File: config.mk
export PLATFORM = sky130hd
export DESIGN_NAME = score_tracker
export DESIGN_NICKNAME = d
export VERILOG_FILES = /design/src/rtl/score_tracker.sv
export SDC_FILE = /design/constraint.sdc
export NUM_CORES = 1
export LEC_CHECK = 0
export BUFFER_PORTS_ARGS = -buffer_cell sky130_fd_sc_hd__buf_2
export CORE_MARGIN = 3
export CORE_UTILIZATION = 50
export CTS_BUF_LIST = sky130_fd_sc_hd__clkbuf_2 sky130_fd_sc_hd__clkbuf_4 sky130_fd_sc_hd__clkbuf_8
export DETAILED_ROUTE_END_ITERATION = 10
export GPL_TIMING_DRIVEN = 0
export HOLD_SLACK_MARGIN = 0.15
export PLACE_DENSITY = 0.76
export SYNTH_ARGS = -nofsm -noshare
export SYNTH_HDL_FRONTEND = slang
export SYNTH_SLANG_ARGS = --single-unit
File: constraint.sdc
create_clock -name clk -period 2.2 [get_ports clk]
set_clock_uncertainty 0.15 [all_clocks]
set_input_delay 0.22 -clock clk [delete_from_list [all_inputs] [get_ports clk]]
set_output_delay 0.22 -clock clk [all_outputs]
set_load 0.02 [all_outputs]
File: src/rtl/score_tracker.sv
// -----------------------------------------------------------------------------
// score_tracker
//
// Keeps the game-event state that feeds the face-display controller. It counts
// points in packed BCD, tracks the remaining lives for the current game, keeps
// the best score of the session, and raises one-cycle event pulses for a lost
// life (died) and for a new session best (newHighScore).
//
// Parameters
//   DIGITS     number of BCD digits in score / high_score (1..4)
//   MAX_LIVES  lives granted at game start (1..7)
//
// Ports
//   clk           in   system clock, rising edge
//   rst           in   synchronous active-high reset, aborts any game
//   game_start    in   pulse: start or restart a game
//   point         in   pulse: score +1 (saturates at all-9s)
//   hit           in   pulse: lose one life
//   score         out  current score, packed BCD, MS digit on top
//   high_score    out  session best, packed BCD
//   lives         out  remaining lives, binary
//   game_active   out  high while a game is being played
//   newHighScore  out  pulse: the game just ended above the previous best
//   died          out  pulse: a life was lost
//
// Optional build macro
//   SCORE_TRACKER_EXTRA_LIFE_EN  a point that rolls the ones digit from 9 to 0
//                                grants one extra life, capped at MAX_LIVES.
// -----------------------------------------------------------------------------
module score_tracker #(
  parameter int DIGITS    = 2,
  parameter int MAX_LIVES = 3
) (
  input  logic                  clk,
  input  logic                  rst,
  input  logic                  game_start,
  input  logic                  point,
  input  logic                  hit,
  output logic [4*DIGITS-1:0]   score,
  output logic [4*DIGITS-1:0]   high_score,
  output logic [2:0]            lives,
  output logic                  game_active,
  output logic                  newHighScore,
  output logic                  died
);

  localparam int                SW      = 4 * DIGITS;
  localparam logic [SW-1:0]     ALL9    = {DIGITS{4'h9}};
  localparam logic [2:0]        LIVES_0 = 3'(MAX_LIVES);

  typedef enum logic [1:0] {
    IDLE  = 2'd0,
    PLAY  = 2'd1,
    CHECK = 2'd2,
    OVER  = 2'd3
  } state_t;

  state_t state;

  // Set in the CHECK cycle when the finished game beats the old best; drives
  // newHighScore one cycle later so it trails the final died pulse by two.
  logic new_hs_p1;

  // BCD increment with ripple carry across digits. Callers guarantee the
  // value is not already all-9s.
  function automatic logic [SW-1:0] bcd_inc(input logic [SW-1:0] v);
    logic [SW-1:0] r;
    logic          carry;
    r     = v;
    carry = 1'b1;
    for (int i = 0; i < DIGITS; i++) begin
      if (carry) begin
        if (v[4*i +: 4] == 4'd9) begin
          r[4*i +: 4] = 4'd0;
        end else begin
          r[4*i +: 4] = v[4*i +: 4] + 4'd1;
          carry       = 1'b0;
        end
      end
    end
    return r;
  endfunction

  logic          point_ok;     // point that actually changes the score
  logic [SW-1:0] score_inc;
  logic [2:0]    lives_grant;  // lives after any extra-life grant, before a hit

`ifdef SCORE_TRACKER_EXTRA_LIFE_EN
  logic ones_roll;
`endif

  always_comb begin
    point_ok    = point && (score != ALL9);
    score_inc   = bcd_inc(score);
    lives_grant = lives;
`ifdef SCORE_TRACKER_EXTRA_LIFE_EN
    ones_roll   = point_ok && (score[3:0] == 4'd9);
    if (ones_roll && (lives < LIVES_0)) begin
      lives_grant = lives + 3'd1;
    end
`endif
  end

  always_ff @(posedge clk) begin
    if (rst) begin
      state        <= IDLE;
      score        <= '0;
      high_score   <= '0;
      lives        <= 3'd0;
      game_active  <= 1'b0;
      newHighScore <= 1'b0;
      died         <= 1'b0;
      new_hs_p1    <= 1'b0;
    end else begin
      died         <= 1'b0;
      new_hs_p1    <= 1'b0;
      newHighScore <= new_hs_p1;

      case (state)
        IDLE, OVER: begin
          if (game_start) begin
            state       <= PLAY;
            score       <= '0;
            lives       <= LIVES_0;
            game_active <= 1'b1;
          end
        end

        PLAY: begin
          if (game_start) begin
            // Abort and restart; no events, best score untouched.
            score <= '0;
            lives <= LIVES_0;
          end else begin
            if (point_ok) begin
              score <= score_inc;
            end
            if (hit) begin
              died  <= 1'b1;
              lives <= lives_grant - 3'd1;
              if (lives_grant == 3'd1) begin
                state       <= CHECK;
                game_active <= 1'b0;
              end
            end else begin
              lives <= lives_grant;
            end
          end
        end

        CHECK: begin
          // Packed BCD orders the same as an unsigned vector.
          if (score > high_score) begin
            high_score <= score;
            new_hs_p1  <= 1'b1;
          end
          state <= OVER;
        end

        default: state <= IDLE;
      endcase
    end
  end

endmodule

After elaboration in Yosys (flattened, before gate mapping):

Cells that the tools add are included.

* $add $sub $neg: 3
* $mul: 0
* div/mod/pow operators: 0
* order comparisons: 1
* equal/unequal tests: 14
* shift operators: 0
* mux-type cells: 24
* bitwise operators: 2
* reduce and logical (&&, ||, !) cells: 12

Operators by type and width (count)
* 8-bit two-way mux: 3
* 8-bit case mux with 2 select lines: 1
* 4-bit two-way mux: 3
* 3-bit two-way mux: 3
* 3-bit != test, second input constant: 3
* 4-bit by 1-bit adder with 4-bit output, second input constant: 2
* 4-bit == test, second input constant: 2
* 8-bit greater-than comparator: 1
* 2-bit two-way mux: 4
* 2-bit != test, second input constant: 4
* 8-bit != test, second input constant: 1
* 4-bit AND reduction: 2
* 1-bit two-way mux: 7
* 2-bit case mux with 3 select lines: 1
* 3-bit case mux with 2 select lines: 1
* 3-bit AND reduction: 2
* 5-bit AND reduction: 1
* 2-bit == test, second input constant: 2
* 2-bit OR reduction: 2
* 3-bit by 1-bit == test with 1-bit output, second input constant: 1
* 3-bit OR reduction: 1
* 3-bit by 1-bit subtractor with 3-bit output, second input constant: 1
* 2-bit by 1-bit == test with 1-bit output, second input constant: 1
* 2-bit logical NOT: 1
* other kinds (5): 6

* bits in registers: 25
* latch bits: 0
* bits in writable memories: 0
* memory bits (read-only): 0
* input bits: 5
* logic and storage cells: 65
* memories kept: 0

Logic depth before layout (Yosys ltp):

Gate-level depths: netlist of run 1.

* depth after elaboration: 6
* gate-level depth with buffers: 8

Least setup slack after synthesis of run 1:

No wires, ideal clock.

* kind: register -> register
* from: reg high_score[7]
* to: reg high_score[0]
* setup time: 0.072 ns
* arrival time: 1.775 ns
* setup slack: 0.203 ns
* cell stages (with the launch flop): 9
* path buffers: 1
* clock period less this slack: 1.997 ns
* path through: dfxtp_1 > inv_1 > ha_1 > nand2_1 > o21a_1 > and3_1 > a211oi_1 > buf_2 > mux2i_1

* longest elaborated chain between the ends: 2

Ends and longest elaborated chain
* start, declared: RTL line 40 `output logic [4*DIGITS-1:0] high_score,`
* start signal, assigned: RTL line 154 `high_score <= score;`
* 8-bit greater-than comparator: RTL line 153 `if (score > high_score) begin`
* 2-bit AND reduction (no line)

No other way between the ends.
A chain may end at the register's enable or synchronous reset.

Final worst setup path of run 1:

* from: reg state[0]
* to: reg score[3]

* longest elaborated chain between the ends: 4

Ends and longest elaborated chain
* start, declared: RTL line 58 `state_t state;`
* start signal, assigned: RTL line 106 `state <= IDLE;`
* start signal, assigned: RTL line 122 `state <= PLAY;`
* start signal, assigned: RTL line 142 `state <= CHECK;`
* 2-bit == test or 2-bit logical NOT (tied branches): RTL line 119 `case (state)`
* 2-bit OR reduction: RTL line 119
* 2-bit != test (no line) or 2-bit nonzero test (tied branches)
* 3-bit AND reduction (no line)
* end signal, assigned: RTL line 136 `score <= score_inc;`
* end, declared: RTL line 39 `output logic [4*DIGITS-1:0] score,`

Parallel ways exist; a longest one is shown, timed or not.

==> qor.csv, run 1 <==
metric;value;unit
coreArea;2780;um^2
synthMuxAreaShare;5.40;%
ys_ff_latch;25;
yosysTopAreaCell;dfxtp_1;
antenna-diode-count;0;
power.leakage;0.735;nW
clk_latency;0.32;ns
synth-simple-area-share;27.1;%
pre_cts_slack;0.120;ns
synth_commonest_cells;dfxtp_1 (25), inv_1 (18), nand2b_1 (18);
die_area;3650;um^2
cap_viol_max_count;0;
crit_path_start_kind;register;
grt_antenna_before_repair;0;
p_per_area;861;nW/um^2
setup_slack;0.113;ns
layout.nets;224;
post-route-cell-area;1720;um^2
tns;0;ns
yosysMostFrequentCell;dfxtp_1;
period_share;94.9;%
cts_sinks;25;
vias;1261;
fmax;0.479;GHz
tightest_slew;0.322;ns
synthAdderAreaFrac;14.3;%
postPlaceCellArea;1650;um^2
crit_type;register to register;
cts_buffers;3;
hold_path.class;input pin to register;
min_period;2.09;ns
synthCells;168;
ctsRootBufferMaster;clkbuf_4;
drive_gt1_share;22.9;%
grt_max_degree;14;
drc;0;
endpoint_kind;register;
yosysSeqAreaShare;33.8;%
io_pins;27;
track_usage;18.7;%
power;1.48;mW
grt_pass1_vias;1196;
yosys_most_used_dff;dfxtp_1;
synth_edf_count;0;
first_pass_iters;4;
synth-xor-area-share;1.77;%
hpwl;2330;um
first_iter_violations;47;
fillers;253;
ant_nets;0;
io_buffers;26;
fp.dieW;60.5;um
rsz0062_at_grt;no;
syn-cell-area;1480;um^2
syn_area_per_cell;8.83;um^2
cts_tree;yes;
overflow;0;
drv_slew;0;
synth_compound_area_share;11.1;%
status;finished clean;
path_clk_slew;0.14;ns
yosysUniqueCellTypes;36;
async_reset_ff_share;0;%
start_util;53.3;%
synthTopCellsByArea;dfxtp_1 (34%), ha_1 (14%), nand2b_1 (7.6%);
yosysTopAreaCellShare;33.8;%
final-setup-viol-count;0;
relSlewSlack;78.5;%
die_h;60.5;um
yosys_warnings;0;
synth_top_family_by_area;simple AND/OR/NAND/NOR gates;
grt_first_pass_wirelength;5140;um
critPathArrivalTime;2.21;ns
viasPerCell;5.44;
peakVddDrop;0.000819;V
gp_congestion;0.737;
crit_required;2.32;ns
syn_nets;190;
finalHoldViolCount;0;
cp_max_fo;9;
post_cts_buffers;0;
rows;19;
routedWlPerCell;13.1;um
area_delta_synth_final;16.2;%
h-tree-depth;1;
postRouteWirelength;3030;um
clock_path_buffers;2;
hold-worst-slack;0.310;ns
power breakdown:
part	total (mW)	switching (mW)	internal [mW]
clock network	0.224	0.140	0.0834
logic	0.687	0.393	0.294
registers	0.572	0.0544	0.518
area by class of cell:
type,count,area (um^2),area share [%]
Timing Repair Buffer,29,160,9.30
Buffer,5,31.3,1.82
Sequential cell,25,505,29.3
Multi-Input combinational cell,120,890,51.6
Tap cell,31,38.8,2.25
Inverter,18,67.6,3.92
Clock buffer,4,30.0,1.74
per-stage QoR:
| stage | cells | utilization [%] |
|---|---|---|
| CTS | 232 | 61.5 |
| global route | 232 | 61.9 |
| floorplan | 168 | - |
| detailed placement | 225 | 59.4 |
| finish | 232 | 61.9 |
| global placement | 225 | 59.4 |
layout by cell type (no fill, tap or decap), drive strengths merged, types with 6 or more instances in the layout:
cell type  count
dfxtp         25
buf           30
nor2b          6
ha            17
nand2          6
a21oi         11
nor2           9
inv           18
mux2i          8
nand2b        18
what timing repair did:
action                                 CTS  global route
setup endpoints to repair                0             9
endpoints found under the hold margin   13             0
gates resized for setup                  0             7
hold buffers                             3             0
per-layer routing:
| layer | up-vias | global-route usage, % | part of all wire, % |
|---|---|---|---|
| met4 | 0 | 8.36 | 1.9 |
| li1 | 645 | - | - |
| met5 | - | 0 | 0 |
| met3 | 5 | 3.19 | 3.4 |
| met1 | 587 | 22.0 | 45 |
| met2 | 24 | 33.2 | 49 |
cell families after synthesis:
group,count (synthesis)
simple gates,66
compound gates,26
flops,25
buf+inv,23
fa+ha+maj,17
mux,8
xor+xnor,3
path summary, 6_finish.rpt:
kind                            depth (start not counted)  slack (ns)           end  startpoint
worst min-delay path                                    5        0.31      score[4]       point
worst max-delay path                                    7        0.11      score[3]    state[0]
worst min register to register                          1        0.31  newHighScore   new_hs_p1
worst max register to register                          7        0.11      score[3]    state[0]
critical path, stage by stage (launching register included):
cell and delay, ns:
dfxtp_1 0.40, inv_1 0.06, ha_1 0.28, buf_4 0.17, nor2b_4 0.15, o221ai_2 0.17
or4_1 0.53, a21oi_1 0.12
flip-flops by register name, indices dropped and copies added, names as in the netlist:
name	flops
new_hs_p1	1
lives	3
high_score	8
score	8
state	2
newHighScore	1
game_active	1
died	1
No activity file was read; power rests on OpenSTA's default activity.
==> run 2, diff against run 1 <==
--- a/config.mk
+++ b/config.mk
@@ -10,9 +10,10 @@
 export CORE_UTILIZATION = 50
 export CTS_BUF_LIST = sky130_fd_sc_hd__clkbuf_2 sky130_fd_sc_hd__clkbuf_4 sky130_fd_sc_hd__clkbuf_8
 export DETAILED_ROUTE_END_ITERATION = 10
-export GPL_TIMING_DRIVEN = 0
+export GPL_TIMING_DRIVEN = 1
 export HOLD_SLACK_MARGIN = 0.15
 export PLACE_DENSITY = 0.76
+export RECOVER_POWER = 25
 export SYNTH_ARGS = -nofsm -noshare
 export SYNTH_HDL_FRONTEND = slang
 export SYNTH_SLANG_ARGS = --single-unit
==> constraint.sdc (replaced) <==
create_clock -name clk -period 2.5 [get_ports clk]
set_clock_uncertainty 0.15 [all_clocks]
set_input_delay 0.25 -clock clk [delete_from_list [all_inputs] [get_ports clk]]
set_output_delay 0.25 -clock clk [all_outputs]
set_load 0.02 [all_outputs]
==> run 2 against run 1 <==
Against the previous run:
- final area down 2.8%
- sequential power down 12%
- sequential cell count unchanged
- routed wire length up 1.5%
- final cell count down 1.7%
- fmax down 1.7%
- clock-buffer cell count unchanged
- largest cell class unchanged
==> qor.csv, run 2 (synthesis results as in run 1) <==
metric;value;unit;change
setup_slack;0.377;ns;+0.263 ns
layout.nets;220;;-1.8%
status;finished clean;;
grt_pass1_vias;1294;;+8.2%
hpwl;2320;um;-0.17%
reg2reg_depth;6;;-1
crit_path_start_kind;register;;
gp_congestion;0.807;;+9.6%
drc;0;;unchanged
dp_cells;222;;-1.3%
endpoint_kind;register;;
track_usage;18.9;%;+0.23 points
critPathArrivalTime;2.23;ns;+0.02 ns
utilization;60.2;%;-1.8 points
cp_max_fo;9;;unchanged
postRouteWirelength;3070;um;+1.5%
tns;0;ns;unchanged
cts_tree;yes;;
h-tree-depth;1;;unchanged
tightest_slew;1.16;ns;+0.835 ns
die_h;60.5;um;unchanged
relSlewSlack;22.8;%;-56 points
grt_max_degree;34;;+20
area_delta_synth_final;12.9;%;
holdPathStages;1;;-4
die_area;3650;um^2;unchanged
fillers;265;;+4.7%
power.leakage;0.674;nW;-8.3%
final-setup-viol-count;0;;unchanged
crit_type;register to register;;
coreArea;2780;um^2;unchanged
ant_nets;0;;unchanged
min_period;2.12;ns;+0.0366 ns
cts_resized;0;;unchanged
pre_cts_slack;0.412;ns;+0.292 ns
first_pass_iters;4;;unchanged
hold_path.class;register to register;;
fp.dieW;60.5;um;unchanged
peakVddDrop;0.000590;V;-28%
start_util;53.3;%;unchanged
hold_end;newHighScore;;
final_cell_mix;dfxtp_1 (25), inv_1 (18), nand2b_1 (18), ha_1 (17), buf_2 (15);;
period_share;84.9;%;-9.9 points
layout_commonest_cell;dfxtp_1;;
grt_antenna_before_repair;0;;unchanged
grt_first_pass_wirelength;5230;um;+1.8%
fmax;0.471;GHz;-1.7%
clk_latency;0.32;ns;about the same
cts_sinks;25;;unchanged
routedWlPerCell;13.5;um;+3.3%
finalHoldViolCount;0;;unchanged
hp-start;new_hs_p1;;
rsz0062_at_grt;no;;
rr_startpoint;state[0];;
p_per_area;765;nW/um^2;-11%
antenna-diode-count;0;;unchanged
crit_required;2.60;ns;+0.28 ns
reg2reg_to;score[3];;
drive_gt1_share;14.2;%;-8.7 points
clock_path_buffers;2;;unchanged
cap_viol_max_count;0;;unchanged
first_iter_violations;34;;-28%
io_pins;27;;unchanged
power;1.28;mW;-14%
cts_buffers;3;;unchanged
reg.largest.list;high_score (8), score (8), lives (3);;
vias;1281;;+1.6%
final_cells;228;;-1.7%
rows;19;;unchanged
path_clk_slew;0.14;ns;about the same
ctsRootBufferMaster;clkbuf_4;;
io_buffers;26;;unchanged
drv_slew;0;;unchanged
r2r_setup_slack;0.38;ns;+0.26 ns
overflow;0;;unchanged
viasPerCell;5.62;;+3.4%
[run 2: cell count changes in the layout (fill, tap and decap cells not counted), sizes merged]
| cell | change |
|---|---|
| dlygate4sd3 | -1 |
| clkbuf | +10 |
| buf | -13 |
[run 2: critical path, stage by stage, from the launching register on]
cell,delay (ns)
dfxtp_1,0.40
inv_1,0.06
ha_1,0.46
or2_4,0.19
o221ai_2,0.14
or4_1,0.52
a21oi_1,0.13
[run 2: worst max path at each step]
stage / to / startpoint / slack (ns) / cells after the start
after detailed placement: score[1] / state[0] / 0.41 / 6
after global placement: score[3] / state[0] / 0.49 / 6
after global routing: score[3] / state[0] / 0.19 / 6
after CTS: score[1] / state[0] / 0.38 / 6
final: score[3] / state[0] / 0.38 / 6
after floorplan: high_score[0] / high_score[7] / 0.50 / 8
[run 2: metrics by stage]
| step | hold slack, ns | area [um^2] |
|---|---|---|
| after floorplan | 0.197 | 1480 |
| after global placement | 0.273 | 1640 |
| after detailed placement | 0.284 | 1640 |
| after CTS | 0.207 | 1690 |
| after global routing | 0.327 | 1670 |
| final | 0.308 | 1670 |
[run 2: area by class of cell]
type | instances | area (um^2) | share of cell area [%]
clock buffer | 4 | 30.0 | 1.79
inverter | 18 | 67.6 | 4.04
multi-input combinational | 120 | 886 | 52.9
sequential | 25 | 500 | 29.9
tap | 31 | 38.8 | 2.32
timing repair buffer | 30 | 151 | 9.04
[run 2: timing repair]
item / CTS / global route
buffers inserted: 0 / 0
hold endpoints to repair: 3 / 0
hold buffers: 2 / 0
[run 2: where the power goes]
group	total [mW]	switching [mW]	internal, mW	leakage (nW)
Sequential	0.504	0.0499	0.454	0.203
Clock	0.194	0.120	0.0734	0.0184
Combinational	0.583	0.341	0.243	0.453
[run 2: per-layer routing]
metal  vias up  global-route usage (%)  wire length [um]  share of wire [%]
met3         4                    4.04               153                5.0
met5         -                       0                 0                  0
li1        639                       -                 -                  -
met1       604                    20.8              1300                 42
met4         0                    9.60                34                1.1
met2        34                    34.1              1590                 52
==> run 3, diff against run 2 <==
==> constraint.sdc (replaced) <==
create_clock -name clk -period 2.15 [get_ports clk]
set_clock_uncertainty 0.15 [all_clocks]
set_input_delay 0.215 -clock clk [delete_from_list [all_inputs] [get_ports clk]]
set_output_delay 0.215 -clock clk [all_outputs]
set_load 0.02 [all_outputs]
==> run 3 against run 2 <==
Against the previous run:
- clock-buffer cell count stayed put
- final cell count is 3.1% higher
- worst hold slack better by 0.00067 ns
- sequential share of layout area is 1.1 points lower
- final area is 4.3% higher
- largest cell class unchanged
- global-route usage is 0.56 points lower
- non-clock buffer count is 7 higher
- routed wire length is 3.7% higher
- via count is 2.0% higher
==> qor.csv, run 3 (synthesis results as in run 1) <==
metric;value;unit;change
fmax;0.496;GHz;+5.3%
fp.dieW;60.5;um;unchanged
hold_path.class;register to register;;
path_delay_family;compound AO/OA/AOI/OAI gates;;
crit_required;2.25;ns;-0.35 ns
ant_nets;0;;unchanged
cap_viol_max_count;0;;unchanged
routedWlPerCell;13.6;um;+0.65%
reg.largest.list;high_score (8), score (8), lives (3);;
crit_path_top_delay_cell;dfxtp_2;;
path_depth;8;;+2
cts_tree;yes;;
first_iter_violations;41;;+21%
reg2reg_to;high_score[6];;
io_pins;27;;unchanged
die_area;3650;um^2;unchanged
power.leakage;0.713;nW;+5.8%
drv_slew;0;;unchanged
r2r_setup_slack;0.13;ns;-0.24 ns
endpoint_kind;register;;
postRouteWirelength;3190;um;+3.7%
layout.nets;227;;+3.2%
final-setup-viol-count;0;;unchanged
cp-startpoint;high_score[7];;
post_cts_buffers;0;;unchanged
coreArea;2780;um^2;unchanged
rr_startpoint;high_score[7];;
crit_path_start_kind;register;;
layout_commonest_cell;dfxtp_1;;
overflow;0;;unchanged
clock_path_buffers;2;;unchanged
path_clk_slew;0.13;ns;about the same
tns;0;ns;unchanged
hold-worst-slack;0.309;ns;+0.000672 ns
crit_path_end;high_score[6];;
finalHoldViolCount;0;;unchanged
grt_first_pass_wirelength;5150;um;-1.6%
io_buffers;26;;unchanged
grt_antenna_before_repair;0;;unchanged
clk_latency;0.31;ns;about the same
cts_buffers;3;;unchanged
start_util;53.3;%;unchanged
p_per_area;893;nW/um^2;+17%
rsz0062_at_grt;no;;
vias;1306;;+2.0%
drive_gt1_share;18.6;%;+4.4 points
tightest_slew;1.17;ns;+0.0144 ns
area_delta_synth_final;17.7;%;
peakVddDrop;0.000738;V;+25%
rows;19;;unchanged
ctsRootBufferMaster;clkbuf_4;;
cts_sinks;25;;unchanged
status;finished clean;;
grt_pass1_vias;1246;;-3.7%
reg2reg_depth;8;;+2
crit_type;register to register;;
track_usage;18.4;%;-0.56 points
grt_max_degree;34;;unchanged
first_pass_iters;4;;unchanged
critPathMaxStageDelay;0.36;ns;-0.16 ns
relSlewSlack;21.9;%;-0.96 points
h-tree-depth;1;;unchanged
antenna-diode-count;0;;unchanged
die_h;60.5;um;unchanged
critPathArrivalTime;2.12;ns;-0.11 ns
min_period;2.02;ns;-0.107 ns
hpwl;2460;um;+5.6%
cp_cell_sequence;inv_1, ha_1, nand2_1, o21a_1, and3_1, a211oi_2, buf_4, mux2i_1;;
path_buf_inv;2;;+1
period_share;93.8;%;+8.8 points
final_cell_mix;dfxtp_1 (24), inv_1 (18), nand2b_1 (18), ha_1 (16), buf_2 (15);;
drc;0;;unchanged
viasPerCell;5.56;;-1.1%
cp_max_fo;6;;-3
gp_congestion;0.812;;+0.59%
## run 3: cell types whose count changed in the layout (fill, tap and decap cells not counted)
cell / before / now
dfxtp_2: 0 / 1
buf_4: 2 / 9
ha_1: 17 / 16
a211oi_2: 0 / 1
dfxtp_1: 25 / 24
ha_4: 0 / 1
a211oi_1: 3 / 2
## run 3: power by group
part | switching (mW) | total (mW) | internal (mW) | leakage, nW
Combinational | 0.421 | 0.754 | 0.333 | 0.491
Clock | 0.139 | 0.224 | 0.0851 | 0.0184
Sequential | 0.0520 | 0.580 | 0.528 | 0.204
## run 3: worst min path at each step
stage | slack (ns) | startpoint | cells past startpoint | to
global route | 0.32 | point | 5 | score[4]
floorplan | 0.16 | game_start | 1 | lives[2]
global placement | 0.27 | new_hs_p1 | 1 | newHighScore
detailed placement | 0.28 | new_hs_p1 | 1 | newHighScore
CTS | 0.17 | rst | 2 | died
finish | 0.31 | new_hs_p1 | 1 | newHighScore
## run 3: cell type report
type	count	area [um^2]
Clock buffer	4	30.0
Fill cell	243	1040
Inverter	18	67.6
Multi-Input combinational cell	120	903
Sequential cell	25	502
Tap cell	31	38.8
Timing Repair Buffer	37	204
## run 3: what timing repair did
item,in CTS,in global routing
hold endpoints to repair,3,0
resized for setup,0,4
hold buffers,2,0
setup endpoints to repair,0,9
## run 3: stage by stage
stage	cells	worst slack [ns]	utilization, %	power (mW)	instance area [um^2]
4_1_cts	235	0.00547	62.6	1.54	1740
3_5_place_dp	229	0.0388	60.8	1.31	1690
3_3_place_gp	229	0.138	60.8	1.27	1690
2_1_floorplan	168	0.153	-	1.13	1480
6_report	235	0.134	62.8	1.56	1750
5_1_grt	235	0.0206	62.8	1.67	1750
## run 3: per-layer routing
layer | global-route usage (%) | share of wire, % | up-vias
li1 | - | - | 650
met2 | 34.7 | 51 | 40
met5 | 0 | 0 | -
met1 | 20.1 | 42 | 608
met4 | 4.64 | 1.5 | 0
met3 | 5.11 | 5.1 | 8
